<file path="src/rtl/readout_pkg.sv">
// Shared definitions for the result-memory readout path: scan-mode encodings,
// the sequencer state type and the result word width.
package readout_pkg;

  localparam int RES_WORD_W = 512;

  localparam logic [1:0] SCAN_IDLE = 2'b00;
  localparam logic [1:0] SCAN_READ = 2'b10;

  typedef enum logic [2:0] {
    IDLE,
    ADDR,
    WAIT,
    SEND,
    FINISH
  } readout_state_t;

endpackage

</file>
<file path="src/rtl/beat_serializer.sv">
// Holds one captured pair of result words and streams it out as BEAT_W-bit
// beats over valid/ready, memory 1 first, least significant slice first.
module beat_serializer
  import readout_pkg::*;
#(
  parameter int BEAT_W = 64
) (
  input  logic                    clk,
  input  logic                    reset,
  input  logic                    load_i,
  input  logic                    last_word_i,
  input  logic [2*RES_WORD_W-1:0] word_i,
  output logic [BEAT_W-1:0]       m_data_o,
  output logic                    m_valid_o,
  input  logic                    m_ready_i,
  output logic                    m_last_o,
  output logic                    done_o
);

  localparam int NBEATS = (2 * RES_WORD_W) / BEAT_W;
  localparam int CNT_W  = $clog2(NBEATS);
  localparam logic [CNT_W-1:0] LAST_BEAT = CNT_W'(NBEATS - 1);

  logic [NBEATS-1:0][BEAT_W-1:0] word_q;
  logic [CNT_W-1:0]              beat_q;
  logic [CNT_W-1:0]              beat_nxt;
  logic                          last_word_q;
  logic                          fire;

  assign fire     = m_valid_o && m_ready_i;
  assign beat_nxt = beat_q + 1'b1;
  assign done_o   = fire && (beat_q == LAST_BEAT);

  // The capture buffer deliberately survives reset; only control state clears.
  always_ff @(posedge clk) begin
    if (load_i) word_q <= word_i;
  end

  always_ff @(posedge clk or negedge reset) begin
    if (!reset) begin
      beat_q      <= '0;
      last_word_q <= 1'b0;
      m_data_o    <= '0;
      m_valid_o   <= 1'b0;
      m_last_o    <= 1'b0;
    end else if (load_i) begin
      beat_q      <= '0;
      last_word_q <= last_word_i;
      m_data_o    <= word_i[BEAT_W-1:0];
      m_valid_o   <= 1'b1;
      m_last_o    <= last_word_i && (LAST_BEAT == '0);
    end else if (fire) begin
      if (beat_q == LAST_BEAT) begin
        m_valid_o <= 1'b0;
        m_last_o  <= 1'b0;
      end else begin
        beat_q   <= beat_nxt;
        m_data_o <= word_q[beat_nxt];
        m_last_o <= last_word_q && (beat_nxt == LAST_BEAT);
      end
    end
  end

endmodule

</file>
<file path="src/rtl/output_readout_sequencer.sv">
// Walks the shared scan address from 0 to the latched last address, captures
// both result words per address and hands them to the beat serializer.
module output_readout_sequencer
  import readout_pkg::*;
#(
  parameter int BEAT_W = 64,
  parameter int RD_LAT = 1
) (
  input  logic                  clk,
  input  logic                  reset,
  input  logic                  start_i,
  input  logic [7:0]            last_addr_i,
  output logic [1:0]            scan_mode_o,
  output logic [7:0]            scan_addr_o,
  input  logic [RES_WORD_W-1:0] mem1_data_i,
  input  logic [RES_WORD_W-1:0] mem2_data_i,
  output logic [BEAT_W-1:0]     m_data_o,
  output logic                  m_valid_o,
  input  logic                  m_ready_i,
  output logic                  m_last_o,
  output logic                  busy_o,
  output logic                  done_o
);

  localparam logic [1:0] LAT_LAST = 2'(RD_LAT - 1);

  readout_state_t state_q, state_d;
  logic [7:0]     addr_q;
  logic [7:0]     last_addr_q;
  logic [1:0]     lat_q;
  logic           load;
  logic           ser_done;
  logic           last_word;

  assign last_word   = (addr_q == last_addr_q);
  assign scan_addr_o = addr_q;

  always_comb begin
    state_d = state_q;
    load    = 1'b0;
    case (state_q)
      IDLE:    if (start_i) state_d = ADDR;
      ADDR:    state_d = WAIT;
      WAIT: begin
        if (lat_q == LAT_LAST) begin
          load    = 1'b1;
          state_d = SEND;
        end
      end
      SEND:    if (ser_done) state_d = last_word ? FINISH : ADDR;
      FINISH:  state_d = IDLE;
      default: state_d = IDLE;
    endcase
  end

  // Status outputs are registered from the next state so they line up with it.
  always_ff @(posedge clk or negedge reset) begin
    if (!reset) begin
      state_q     <= IDLE;
      addr_q      <= '0;
      last_addr_q <= '0;
      lat_q       <= '0;
      scan_mode_o <= SCAN_IDLE;
      busy_o      <= 1'b0;
      done_o      <= 1'b0;
    end else begin
      state_q <= state_d;
      if (state_q == IDLE && start_i) begin
        last_addr_q <= last_addr_i;
        addr_q      <= '0;
      end else if (state_q == SEND && ser_done && !last_word) begin
        addr_q <= addr_q + 8'd1;
      end
      lat_q       <= (state_q == WAIT) ? lat_q + 2'd1 : 2'd0;
      scan_mode_o <= (state_d == ADDR || state_d == WAIT) ? SCAN_READ : SCAN_IDLE;
      busy_o      <= (state_d == ADDR || state_d == WAIT || state_d == SEND);
      done_o      <= (state_d == FINISH);
    end
  end

  beat_serializer #(
    .BEAT_W(BEAT_W)
  ) u_beat_serializer (
    .clk         (clk),
    .reset       (reset),
    .load_i      (load),
    .last_word_i (last_word),
    .word_i      ({mem2_data_i, mem1_data_i}),
    .m_data_o    (m_data_o),
    .m_valid_o   (m_valid_o),
    .m_ready_i   (m_ready_i),
    .m_last_o    (m_last_o),
    .done_o      (ser_done)
  );

endmodule

</file>
<file path="config.mk">
export PLATFORM = sky130hd
export DESIGN_NAME = output_readout_sequencer
export DESIGN_NICKNAME = d
export VERILOG_FILES = /design/src/rtl/readout_pkg.sv /design/src/rtl/beat_serializer.sv /design/src/rtl/output_readout_sequencer.sv
export SDC_FILE = /design/constraint.sdc
export NUM_CORES = 1
export LEC_CHECK = 0
export CORE_AREA = 2 2 429 431
export DETAILED_ROUTE_END_ITERATION = 12
export DIE_AREA = 0 0 431 433
export SETUP_SLACK_MARGIN = 0.3
export SYNTH_ARGS = -nofsm -noshare
export SYNTH_HDL_FRONTEND = slang
export SYNTH_SLANG_ARGS = --single-unit
</file>
<file path="constraint.sdc">
create_clock -name clk -period 26.8 [get_ports clk]
set_input_delay 5.36 -clock clk [delete_from_list [all_inputs] [get_ports clk]]
set_output_delay 5.36 -clock clk [all_outputs]
set_load 0.05 [all_outputs]
</file>
# Word level (Yosys, flattened, before mapping)
# Index checks and enable logic that the tools add are counted.
# op_classes
eq_ne,11
mux,25
reduce_logical,16
order_cmp,1
addsub,3
# ops
operator,n
$bmux 64 s4,1
$mux 64,4
$mux 8,2
$eq 3x2->1 const B,4
$mux 3,4
$mux 4,3
$pmux 3 s4,1
$add 8x1->8 const B,1
$eq 4x4->1 const B,2
$eq 8x8->1,1
$mux 1,8
$eq 3x1->1 const B,2
$logic_and 1x1->1,6
$reduce_bool 2->1,3
$lt 4x5->1 const B,1
$add 4x1->4 const B,1
$mux 2,2
$reduce_and 2->1,2
$eq 3x3->1 const B,1
$logic_not 3->1,1
$add 2x1->2 const B,1
$logic_not 2->1,1
$logic_or 1x1->1,2
$ne 2x2->1 const B,1
$logic_not 1->1,1
# totals
wordCells,84
inputBits,1036
out_inout_bits,78
ff_bits,1120

# Logic depth before layout (Yosys ltp)
# Gate-level depths: netlist (run 1).
# logic_depth
word_depth,7
depth_mapped,12
mapped_depth_nobuf,7

# By module
# From an unflattened synthesis (run 1), not the netlist that was laid out.
# unflattened
hier_cells,2074
hier_area_um2,43650.6
# by_module_without_submodules
mod,instances,area_each_um2,seq_area_each_um2,cells_each
beat_serializer,1,42421.9,32526.2,1951
output_readout_sequencer,1,1228.7,600.6,123

# Worst setup path before layout (run 1)
# OpenSTA, ideal clock, no wires.
# synth_timing
path_type,register to register
start,reg state_q[2]
end,reg u_beat_serializer.m_data_o[32]
path_buffers,2
t_required_ps,26728
period_less_slack_ps,13281
arrival_ps,13209
setup_ps,72
setup_slack_ps,13519
stages_incl_launch_ff,9
path_cell_list,dfrtp_1 > nor2_1 > nand3_2 > inv_2 > or3_1 > buf_2 > buf_1 > o22ai_1 > nor2_1
# synth_via
elab_chain_len,4
elab_cells_between_ends,6
cone_classes,eq/ne: 2; mux: 2; reduce/logical: 2
# synth_rtl
item,line_no,text
start: declaration,output_readout_sequencer.sv:27,"readout_state_t state_q, state_d;"
start signal: assignment,output_readout_sequencer.sv:67,state_q <= state_d;
$eq 3x2->1 (*),output_readout_sequencer.sv:41,case (state_q)
$mux 1 (*),output_readout_sequencer.sv:41,
named net load,output_readout_sequencer.sv:31,logic load;
$ne 2x2->1 (no source line) / $reduce_bool 2->1 (equally long branches),-,
$reduce_and 2->1 (no source line),-,
end signal: assignment,beat_serializer.sv:49,m_data_o <= word_i[BEAT_W-1:0];
end signal: assignment,beat_serializer.sv:58,m_data_o <= word_q[beat_nxt];
end: declaration,beat_serializer.sv:13,"output logic [BEAT_W-1:0] m_data_o,"
# The timed path passes the listed nets; every way through them passes the cells marked *.
# A chain may end at the register's enable or synchronous reset.

# Final worst setup path (run 1)
# layout_timing
start,"reg addr_q[5], in the netlist scan_addr_o[5]"
end,out scan_addr_o[5]
# layout_lines
item,line_no,text
start: declaration,output_readout_sequencer.sv:28,logic [7:0] addr_q;
start signal: assignment,output_readout_sequencer.sv:72,addr_q <= addr_q + 8'd1;
end: declaration,output_readout_sequencer.sv:14,"output logic [7:0] scan_addr_o,"
# No word-level cell between the ends.

==> results summary, run 1 <==
The flow ran to the end, and the final reports show no timing, DRC or antenna violations. The antenna violation net count after detailed routing came out at 0. The actual slew at the worst max-slew pin came out at 1.22 ns. Clock tree synthesis selected as its root buffer the cell clkbuf_16.

The leakage power figure came out at between 15 and 20 nW. In this run the cell area of the synthesized design comes to about 0.043 mm². The global routing met1 resource utilization is 0.196.

The global-route wire length before repair is 211000 µm. The max-capacitance violation count came out at 0. For hold timing, the worst endpoint is u_beat_serializer.last_word_q.

The launching element of the worst setup path is scan_addr_o[5]. The core region is 0.182 mm². In this run the count of I/O pins placed on the die edge is 1114. The final hold slack came out at 0.493 ns. The post-detailed-routing wire length is roughly 160000 µm. The per-cell routed wire length is 28.6 µm.

When the netlist entered floorplanning its net count stood at 2964. The required time of the critical path is 21.44 ns. For this run, the number of Yosys warnings is 0. The critical path startpoint category is a flip-flop. The largest individual stage delay along the critical path comes from the cell clkdlybuf4s50_1. For this run, asynchronously set or reset flops after synthesis account for 0.0849. The fraction of met2 tracks used by global routing came out at 0.281. Row generation in the floorplan step produced roughly 160 rows. TritonCTS built the clock tree. After clock tree synthesis, the clock-pin slew on the worst setup and hold paths is 0.06 ns. A synthesized cell averages 22.2 µm². Yosys mapped the design onto 38 distinct sky130hd cell types. In this design, the largest share of critical-path delay is due to buffers and inverters. The worst hold path was traced through 2 stages. The number of global-route vias before repair came to about 26000. The start point of the worst hold path is u_beat_serializer.last_word_q. The cell count after synthesis came out at 1924. The fraction of final layout cells sized beyond drive strength 1 is 0.191. The clock reaches the later pin of the worst-skew pair after 0.80 ns. The biggest area contributor in the post-synthesis netlist is edfxtp_1. The number of nets in the layout is 4138. The residual DRC count came out at 0. The highest cell delay on the worst timing path is 1.10 ns. The detailed placer's ending HPWL is roughly 120000 µm. The register-to-register setup slack came out at 21.35 ns.

The worst register-to-register path has a depth of 6. The dominant register cell in the synthesized netlist is edfxtp_1. The global router's overall resource usage came out at 0.166. After synthesis the netlist holds a flip-flop and latch count of 1119. By count the netlist is led by edfxtp_1 (1024), mux4_2 (256), o22ai_1 (127), mux2_2 (126), dfrtp_1 (95). The mean number of vias per cell came out at 4.41.

The sum of overflow across all layers after global routing came out at 0. The die boundary width came out at roughly 430 µm. The signal on the critical path passes through clkdlybuf4s50_1.

The final period demand of the worst path is 7.72 ns. Setup repair after global routing left no endpoint under its margin. The area overhead of the layout relative to synthesis came out at 43.1%.

The post-route worst setup slack came out at about 19 ns. The initial standard-cell utilization of the core came out at 0.234. The sequential fraction of the synthesis area came out at 0.776. The data arrival time of the worst path is 2.36 ns. In this run the critical register-to-register path is launched from state_q[2]. The buffering stage count on the worst path with inverters included is 1. The number of clock sinks seen by CTS is 1119.

Measured against its own limit, the worst slew margin works out to 0.186. The number of violations reported at the end of detailed-routing iteration 0 is 2687. The count of flip-flops with a built-in enable after synthesis came out at 1024. The first detailed-routing pass ran for 5 iterations. The most frequently used cell type in the post-synthesis netlist is edfxtp_1. The period utilization came out at 0.288.

The count of buffers from port buffering came out at 1112. The total number of vias is 24800. Entering global routing, the biggest net connects 187 pins.

Power comes to 0.00396 W. The number of antenna violations at the first check in global routing came out at 80. The proportion of netlist area held by the largest area contributor came out at 0.720.

The setup-violating endpoint count in the final report is 0. Setup total negative slack on the finished layout was measured at 0 ns. The number of hold-slack violations in the final timing report came out at 0. The clock tree synthesis step divided the H-tree into 4 levels.

Based on the critical path, the design can be clocked at up to 0.129 GHz. The capturing point of the worst reg2reg path is u_beat_serializer.word_q[150]. The die extent in y is 433 µm. The buffer levels on the longest clock path is 3.

The number of post-CTS setup repair buffers is 0. STA classifies the critical path endpoint as an output pin. The global routing usage on met3 is 0.0535. The post-place setup slack came out at 18.65 ns.

By startpoint and endpoint, the worst setup path is classified as flip-flop to output pin. In this run the most used layer during global routing was met2. In the post-synthesis netlist, the biggest area contributors are edfxtp_1 (72%), mux4_2 (14%), dfrtp_1 (5.6%), mux2_2 (3.3%), o22ai_1 (1.9%). The overall die area is approximately 0.19 mm². The peak ir drop on the vdd network is around 45 µV. The hold buffer count at cts came out at 0.

The worst min-delay path class is flip-flop to flip-flop. The weighted congestion reported at the end of routability-driven placement came out at 0.875. The number of clock buffers inserted by TritonCTS came out at 132.

The largest clock skew in the final design is 0.0388 ns. The number of pins with negative max-slew slack in the final report came out at 0. The post-cts gate resize count is 0. For this design the ratio of total power to cell area is 64.9 mW/mm². The maximum fanout encountered on the critical timing path came out at 5.
==> report_power, final <==
group / switching [W] / internal (W) / leakage, nW
registers: 0.00000420 / 0.00191 / 10.4
logic: 0.0000629 / 0.000142 / 7.24
clock network: 0.000774 / 0.00107 / 2.13
total: 0.000841 / 0.00312 / 19.7
==> stage by stage <==
stage          instances   util  cell area (µm²)
3_3_place_gp        5349  0.310            56500
2_1_floorplan       1924      -            42700
3_5_place_dp        5349  0.310            56500
6_report            5627  0.335            61100
4_1_cts             5593  0.335            61000
5_1_grt             5621  0.335            61100
==> sequential cells by signal, indices dropped and copies added (netlist names) <==
name,flops
u_beat_serializer.word_q,1024
u_beat_serializer.m_data_o,64
last_addr_q,8
scan_addr_o,8
u_beat_serializer.beat_q,4
state_q,3
lat_q,2
busy_o,1
done_o,1
scan_mode_o,1
u_beat_serializer.last_word_q,1
u_beat_serializer.m_last_o,1
u_beat_serializer.m_valid_o,1
==> worst max path at each step <==
stage	endpoint	slack [ns]	cells after the start
detailed placement	u_beat_serializer.m_data_o[15]	18.65	7
CTS	scan_addr_o[0]	18.99	1
floorplan	u_beat_serializer.m_data_o[32]	13.52	8
global placement	u_beat_serializer.m_data_o[15]	18.74	7
global route	scan_addr_o[5]	18.96	1
finish	scan_addr_o[5]	19.08	1
==> routing by layer <==
layer,wire [µm],part of all wire
met4,4780,0.030
met3,14300,0.089
met5,94,0.00059
met2,81600,0.51
met1,59900,0.37
==> final cells by class <==
cell class	instances	area (µm²)
flip-flops and latches	1119	33100
inverters	5	26.3
diodes	34	85.1
multi-input cells	697	9000
well taps	2385	2980
clock inverters	57	845
clock buffers	187	3630
fillers	17200	121000
repair buffers	1143	11400
==> placed cells by master (no fill, tap or decap), drive strengths merged, types with 5 or more instances in the layout <==
cell,Yosys,routed
a21oi,5,5
buf,72,32
bufinv,0,11
clkbuf,31,187
clkdlybuf4s50,0,1111
clkinv,0,36
clkinvlp,0,5
dfrtp,95,95
diode,0,34
edfxtp,1024,1024
inv,5,10
mux2,126,126
mux4,256,256
nand2,36,36
nand3,8,8
nor2,80,80
nor3,5,5
o21ai,5,5
o22ai,127,127
xnor2,11,11
xor2,5,5
==> worst reg2reg max path, stage by stage, from the launching register on <==
cell	delay [ns]
dfrtp_1	0.43
nor2_1	0.34
nand3_4	0.61
inv_8	0.90
buf_4	0.88
buf_4	0.95
buf_4	0.94
==> cells by family (layout without fill, tap and decap cells) <==
| kind of cell | count (synthesis) | count (layout) | share of synthesized area |
|---|---|---|---|
| flip-flops | 1119 | 1119 | 0.776 |
| other | 1 | 35 | 0.0000878 |
| adder cells (fa/ha/maj) | 4 | 4 | 0.00117 |
| AO/OA/AOI/OAI | 144 | 144 | 0.0212 |
| buffers and inverters | 108 | 1392 | 0.0145 |
| multiplexers | 385 | 385 | 0.169 |
| XOR/XNOR | 16 | 16 | 0.00328 |
| AND/OR/NAND/NOR | 147 | 147 | 0.0147 |
No activity file was read; power rests on OpenSTA's default activity.
==> inputs of run 2 (changes only) <==
- clock period: 26.8 -> 7.98 ns (I/O delays scaled with it)
==> results summary, run 2 (synthesis gave the netlist of run 1 again) <==
Outcome: finished, final reports clean (unchanged). The buffer levels on the longest clock path is 3 (unchanged). The number of detailed-routing iterations run before antenna repair is 5 (unchanged). The largest delay contributor family on the critical path is buffers and inverters (unchanged). The antenna violation net count after detailed routing came out at 0 (unchanged). The period utilization came out at 0.525. Setup repair after global routing missed its margin: no (unchanged).

The buffering stage count on the worst path with inverters included is 3 (was 1). The final period demand of the worst path is 4.19 ns. The detailed placer's ending HPWL is 123000 µm (was 120000 µm). The total non-filler cell area in the finished layout is 0.0612 mm² (was 0.0611 mm²). The number of flip-flops under the largest register name is 1024 (unchanged). The clock-pin slew on the worst setup and hold paths is 0.06 ns (about the same).

Timing would allow up to around 0.24 GHz. The post-place setup slack is 3.60 ns (was 18.65 ns). The peak ir drop on the vdd network was 167 µV (was 44.9 µV).

The critical path capture point type is a flip-flop (was output pin). The total power divided by cell area came out at 219 mW/mm² (was 64.9 mW/mm²). The number of antenna violations at the first check in global routing came out at 73 (was 80). The number of violations reported at the end of detailed-routing iteration 0 is 2503 (was 2687).

The post-detailed-routing wire length is 166000 µm (was 161000 µm). The clock tree root driver cell was clkbuf_16 (unchanged). The data arrival time of the worst path came out at 4.57 ns (was 2.36 ns). The post-placement cell area is 0.0566 mm² (was 0.0565 mm²). The max-capacitance violation count came out at 0 (unchanged). The global-route wire length before repair came out at 218000 µm (was 211000 µm).

The maximum fanout encountered on the critical timing path is 107 (was 5). The hold buffer count at cts came out at 0 (unchanged). The sum of overflow across all layers after global routing is 0 (unchanged). The number of H-tree levels is 4 (unchanged).

The number of clock buffers inserted by TritonCTS came out at 134 (was 132). The post-cts gate resize count is 0 (unchanged). The number of nets in the layout is 4137 (was 4138). The critical path startpoint category is a flip-flop (unchanged). The largest clock skew in the final design came out at 0.0325 ns (was 0.0388 ns). The clock insertion delay at the later pin of the skew report was 0.78 ns (was 0.80 ns).

The number of clock sinks seen by CTS is 1119 (unchanged). The register bank with the most flops is u_beat_serializer.word_q (unchanged). The total number of vias is 25000 (was 24800). The instance count after placement with tap cells included is 5346 (was 5349). Biggest regs: u_beat_serializer.word_q (1024), u_beat_serializer.m_data_o (64) (unchanged). The initial standard-cell utilization of the core is 0.234 (unchanged). The setup-violating endpoint count in the final report is 0 (unchanged). The number of ports placed on the die boundary was 1114 (unchanged).

The number of hold-slack violations in the final timing report came out at 0 (unchanged). The core box area came out at 0.182 mm² (unchanged). The per-cell routed wire length came out at 29.5 µm (was 28.6 µm).

The die boundary width came to 431 µm (unchanged). The maximum number of pins on one net before global-route repair is 171 (was 187). The count of buffers from port buffering is 1112 (unchanged). The TritonCTS clock tree was yes (unchanged). The critical path class is flip-flop to flip-flop (was flip-flop to output pin). The number of non-filler instances in the completed layout came to 5624 (was 5627).

The post-route worst setup slack came to 3.79 ns (was 19.08 ns). Counting stages on the worst path, the most repeated cell is buf_4. The overall die area came out at 0.187 mm² (unchanged). The highest cell delay on the worst timing path came to 0.88 ns (was 1.10 ns). The number of global-route vias before repair was 26100 (was 25600). The worst slew slack as a fraction of its limit is 0.200 (was 0.186). The number of post-CTS setup repair buffers is 0 (unchanged). The worst min-delay path class is flip-flop to flip-flop (unchanged). Chain of cells forming the critical path: nor2_1 -> nand3_4 -> clkinv_16 -> buf_4 -> buf_4 (was clkdlybuf4s50_1). The total negative setup slack was 0 ns (unchanged).

Commonest non-fill, non-tap cells in the layout: clkdlybuf4s50_1 (1111), edfxtp_1 (1024), mux4_2 (256) (unchanged). The required time of the critical path is 8.36 ns (was 21.44 ns). The die extent in y came out at 433 µm (unchanged). The area overhead of the layout relative to synthesis came out at 43.3% (was 43.1%). The leakage power figure came out at 19.8 nW (was 19.7 nW). The mean number of vias per cell came out at 4.45 (was 4.41). The number of rows created at floorplan came to 157 (unchanged). The fraction of final layout cells sized beyond drive strength 1 is 0.193 (was 0.191). The weighted congestion reported at the end of routability-driven placement is 0.882 (was 0.875). The commonest non-fill, non-tap cell in the layout is clkdlybuf4s50_1 (unchanged).

The global router's overall resource usage came out at 0.172 (was 0.166). The actual slew at the worst max-slew pin is 1.20 ns (was 1.22 ns). The residual DRC count is 0 (unchanged). The number of pins with negative max-slew slack in the final report is 0 (unchanged).

The cell type of the slowest stage on the worst timing path is buf_4 (was clkdlybuf4s50_1).
[run 2: tightest hold or removal path: stages, from the launching register on]
cell	delay, ns
dfrtp_1	0.35
nand2_1	0.05
o21ai_0	0.06
[run 2: final timing paths]
path                                          startpoint                              to  slack, ns  cells after the start
max reg2reg                                   state_q[2]   u_beat_serializer.word_q[879]       3.79                      5
max                                           state_q[2]   u_beat_serializer.word_q[879]       3.79                      5
min                        u_beat_serializer.last_word_q   u_beat_serializer.last_word_q       0.50                      2
min in group asynchronous                          reset  u_beat_serializer.m_data_o[48]       0.82                      1
max in group asynchronous                          reset  u_beat_serializer.m_data_o[15]       5.70                      2
min reg2reg                u_beat_serializer.last_word_q   u_beat_serializer.last_word_q       0.50                      2
[run 2: power by group]
| group | internal, W | leakage, nW | switching (W) | total (W) |
|---|---|---|---|---|
| Sequential | 0.00641 | 10.4 | 0.0000153 | 0.00643 |
| Combinational | 0.000478 | 7.24 | 0.000217 | 0.000695 |
| Clock | 0.00372 | 2.19 | 0.00258 | 0.00630 |
| Total | 0.0106 | 19.8 | 0.00281 | 0.0134 |
[run 2: per-layer routing]
layer | vias to the layer above | track usage | share of wire | routed length [µm]
met4 | 26 | 0.0653 | 0.029 | 4730
met2 | 1264 | 0.283 | 0.50 | 82800
met1 | 13000 | 0.209 | 0.38 | 63300
met3 | 267 | 0.0554 | 0.089 | 14700
met5 | - | 0 | 0.0010 | 174
li1 | 10500 | - | - | -
[run 2: metrics by stage]
step	power [W]	hold slack (ns)	utilization
final	0.0134	0.496	0.336
after global placement	0.00724	0.464	0.311
after detailed placement	0.00724	0.480	0.311
after floorplan	0.00663	0.450	-
after global routing	0.0138	0.522	0.336
after CTS	0.0136	0.493	0.336
[run 2: layout make-up]
type,instances,area (µm²)
Fill cell,17200,121000
Sequential cell,1119,33100
Timing Repair Buffer,1140,11400
Multi-Input combinational cell,697,9000
Clock buffer,182,3710
Tap cell,2385,2980
Clock inverter,65,827
Antenna cell,31,77.6
Inverter,5,45.0
==> inputs of run 3 (changes only) <==
- clock period: 7.98 -> 3.38 ns (I/O delays scaled with it)
==> results summary, run 3 (synthesis gave the netlist of run 1 again) <==
Outcome: finished, final reports clean (unchanged). The largest clock skew in the final design came out at 0.0376 ns (was 0.0325 ns). The residual DRC count is 0 (unchanged). The period utilization is 0.876. The initial standard-cell utilization of the core is 0.234 (unchanged). The count of buffers from port buffering was 1112 (unchanged). The met1 layer wirelength in the final routing is 58900 µm (was 63300 µm).

The global-route wire length before repair is 212000 µm (was 218000 µm). The number of nets in the layout is 4154 (was 4137). Chain of cells forming the critical path: clkdlybuf4s50_1 (was nor2_1 -> nand3_4 -> clkinv_16 -> buf_4 -> buf_4). The commonest non-fill, non-tap cell in the layout is clkdlybuf4s50_1 (unchanged). The startpoint of the lowest-slack register-to-register path was u_beat_serializer.beat_q[0] (was state_q[2]). The capturing point of the worst reg2reg path is u_beat_serializer.m_data_o[44] (was u_beat_serializer.word_q[879]). The number of clock sinks seen by CTS is 1119 (unchanged). The number of clock buffers inserted by TritonCTS came out at 133 (was 134).

The register-to-register setup slack is 0.71 ns (was 3.79 ns). The cell type of the slowest stage on the worst timing path is clkdlybuf4s50_1 (was buf_4). The die boundary width was 431 µm (unchanged). The largest delay contributor family on the critical path is buffers and inverters (unchanged).

The critical path startpoint category was a flip-flop (unchanged). The instance count after placement with tap cells included is 5363 (was 5346). The global router's overall resource usage came to 0.166 (was 0.172). The total number of vias came to 25000 (about the same). The number of flip-flops under the largest register name came out at 1024 (unchanged). Setup repair after global routing missed its margin: no (unchanged).

The worst slew slack as a fraction of its limit is 0.409 (was 0.200). The number of non-filler instances in the completed layout is 5644 (was 5624). The number of detailed-routing iterations run before antenna repair is 6 (was 5). The number of ports placed on the die boundary is 1114 (unchanged). The critical path capture point type is an output pin (was flip-flop). The data arrival time of the worst path is 2.29 ns (was 4.57 ns).

The core box area is 0.182 mm² (unchanged). The fraction of final layout cells sized beyond drive strength 1 is 0.201 (was 0.193). The per-cell routed wire length was 28.5 µm (was 29.5 µm). The number of H-tree levels is 4 (unchanged).

The die extent in y came out at 433 µm (unchanged). The worst min-delay path class was input pin to flip-flop (was flip-flop to flip-flop). The critical path class is flip-flop to output pin (was flip-flop to flip-flop). The maximum number of pins on one net before global-route repair came out at 152 (was 171).

The post-detailed-routing wire length came out at 161000 µm (was 166000 µm). The worst path needs 2.96 ns of the cycle, external delays included. The number of rows created at floorplan is 157 (unchanged). The detailed route wirelength on metal3 came out at 14600 µm (was 14700 µm). The overall die area is 0.187 mm² (unchanged). The peak ir drop on the vdd network is 388 µV (was 167 µV). The setup-violating endpoint count in the final report was 0 (unchanged). Static timing analysis puts the maximum clock frequency at around 0.34 GHz. The endpoint of the worst hold path is u_beat_serializer.word_q[437] (was u_beat_serializer.last_word_q).

The start point of the worst hold path is mem1_data_i[437] (was u_beat_serializer.last_word_q). The highest cell delay on the worst timing path is 1.03 ns (was 0.88 ns). The actual slew at the worst max-slew pin is 0.886 ns (was 1.20 ns). Commonest non-fill, non-tap cells in the layout: clkdlybuf4s50_1 (1109), edfxtp_1 (1024), mux4_2 (256) (was clkdlybuf4s50_1 (1111), edfxtp_1 (1024), mux4_2 (256)). The launching element of the worst setup path is scan_addr_o[2] (was state_q[2]).

The clock-pin slew on the worst setup and hold paths is 0.06 ns (about the same). The TritonCTS clock tree was yes (unchanged). Biggest regs: u_beat_serializer.word_q (1024), u_beat_serializer.m_data_o (64) (unchanged). The register bank with the most flops is u_beat_serializer.word_q (unchanged). The wire length on met2 is 81700 µm (was 82800 µm). The number of hold-slack violations in the final timing report is 0 (unchanged). The number of global-route vias before repair was 25800 (was 26100). The antenna violation net count after detailed routing was 0 (unchanged). The detailed placer's ending HPWL is 119000 µm (was 123000 µm). The number of pins with negative max-slew slack in the final report is 0 (unchanged). The mean number of vias per cell came out at 4.42 (was 4.45). The number of violations reported at the end of detailed-routing iteration 0 was 2456 (was 2503). The instance count along the most critical hold path is 1 (was 2). The number of antenna violations at the first check in global routing is 85 (was 73). The buffer levels on the longest clock path came out at 3 (unchanged). The leakage power figure came to 19.9 nW (was 19.8 nW).

The weighted congestion reported at the end of routability-driven placement came out at 0.886 (was 0.882). The max-capacitance violation count came to 0 (unchanged). The power after layout is 0.0313 W (was 0.0134 W). The required time of the critical path is 2.70 ns (was 8.36 ns). The maximum fanout encountered on the critical timing path came out at 6 (was 107). The area overhead of the layout relative to synthesis is 43.9% (was 43.3%). The sum of overflow across all layers after global routing came out at 0 (unchanged). The total power divided by cell area was 510 mW/mm² (was 219 mW/mm²).

The buffering stage count on the worst path with inverters included was 1 (was 3). The clock tree root driver cell is clkbuf_16 (unchanged). The highest metal layer with signal wires is met5 (unchanged). The clock insertion delay at the later pin of the skew report is 0.78 ns (about the same). The number of cell instances on the worst register-to-register path is 7 (was 5).
-- run 3: cell count changes in the layout (fill, tap and decap cells not counted), moves of 4 or more --
cell       delta
buf_12       +15
clkinv_2     +11
bufinv_16     -8
clkbuf_8      +8
clkinv_1      -6
clkbuf_1      -5
diode_2       +5
clkinv_16     +4
-- run 3: through the flow --
| step | setup slack, ns | hold slack (ns) | TNS [ns] | instance area (µm²) | util |
|---|---|---|---|---|---|
| global placement | 0.643 | 0.479 | 0 | 56900 | 0.312 |
| finish | 0.418 | 0.439 | 0 | 61400 | 0.337 |
| floorplan | -0.401 | 0.380 | -22.76 | 42700 | - |
| global route | 0.308 | 0.372 | 0 | 61400 | 0.337 |
| detailed placement | 0.596 | 0.489 | 0 | 56900 | 0.312 |
| CTS | 0.307 | 0.341 | 0 | 61300 | 0.337 |
-- run 3: how the worst max path moves through the flow --
| stage | cells after the start | to | slack, ns |
|---|---|---|---|
| global route | 1 | scan_addr_o[2] | 0.31 |
| global placement | 7 | u_beat_serializer.m_data_o[62] | 0.64 |
| floorplan | 7 | u_beat_serializer.m_data_o[62] | -0.40 |
| CTS | 1 | scan_addr_o[0] | 0.31 |
| finish | 1 | scan_addr_o[2] | 0.42 |
| detailed placement | 7 | u_beat_serializer.m_data_o[62] | 0.60 |
-- run 3: timing repair --
item | CTS | global route
endpoints found under the setup margin | 0 | 1
endpoints found under the hold margin | 33 | 0
resized for setup | 0 | 1
hold buffers | 1 | 0
buffers inserted | 0 | 0
-- run 3: power by group --
part,switching [W],internal [W]
registers,0.0000356,0.0151
clock network,0.00623,0.00826
logic,0.000496,0.00113
-- run 3: area by class of cell --
cell class,count,area [µm²]
diodes,36,90.1
clock buffers,182,3720
clock inverters,62,709
fillers,17200,121000
inverters,5,45.0
multi-input cells,697,9010
flip-flops and latches,1119,33100
well taps,2385,2980
repair buffers,1158,11700
-- run 3: routing by layer --
| metal | vias to the layer above | GRT usage |
|---|---|---|
| li1 | 10500 | - |
| met2 | 1315 | 0.280 |
| met4 | 40 | 0.0667 |
| met1 | 12800 | 0.196 |
| met3 | 285 | 0.0541 |
| met5 | - | 0 |
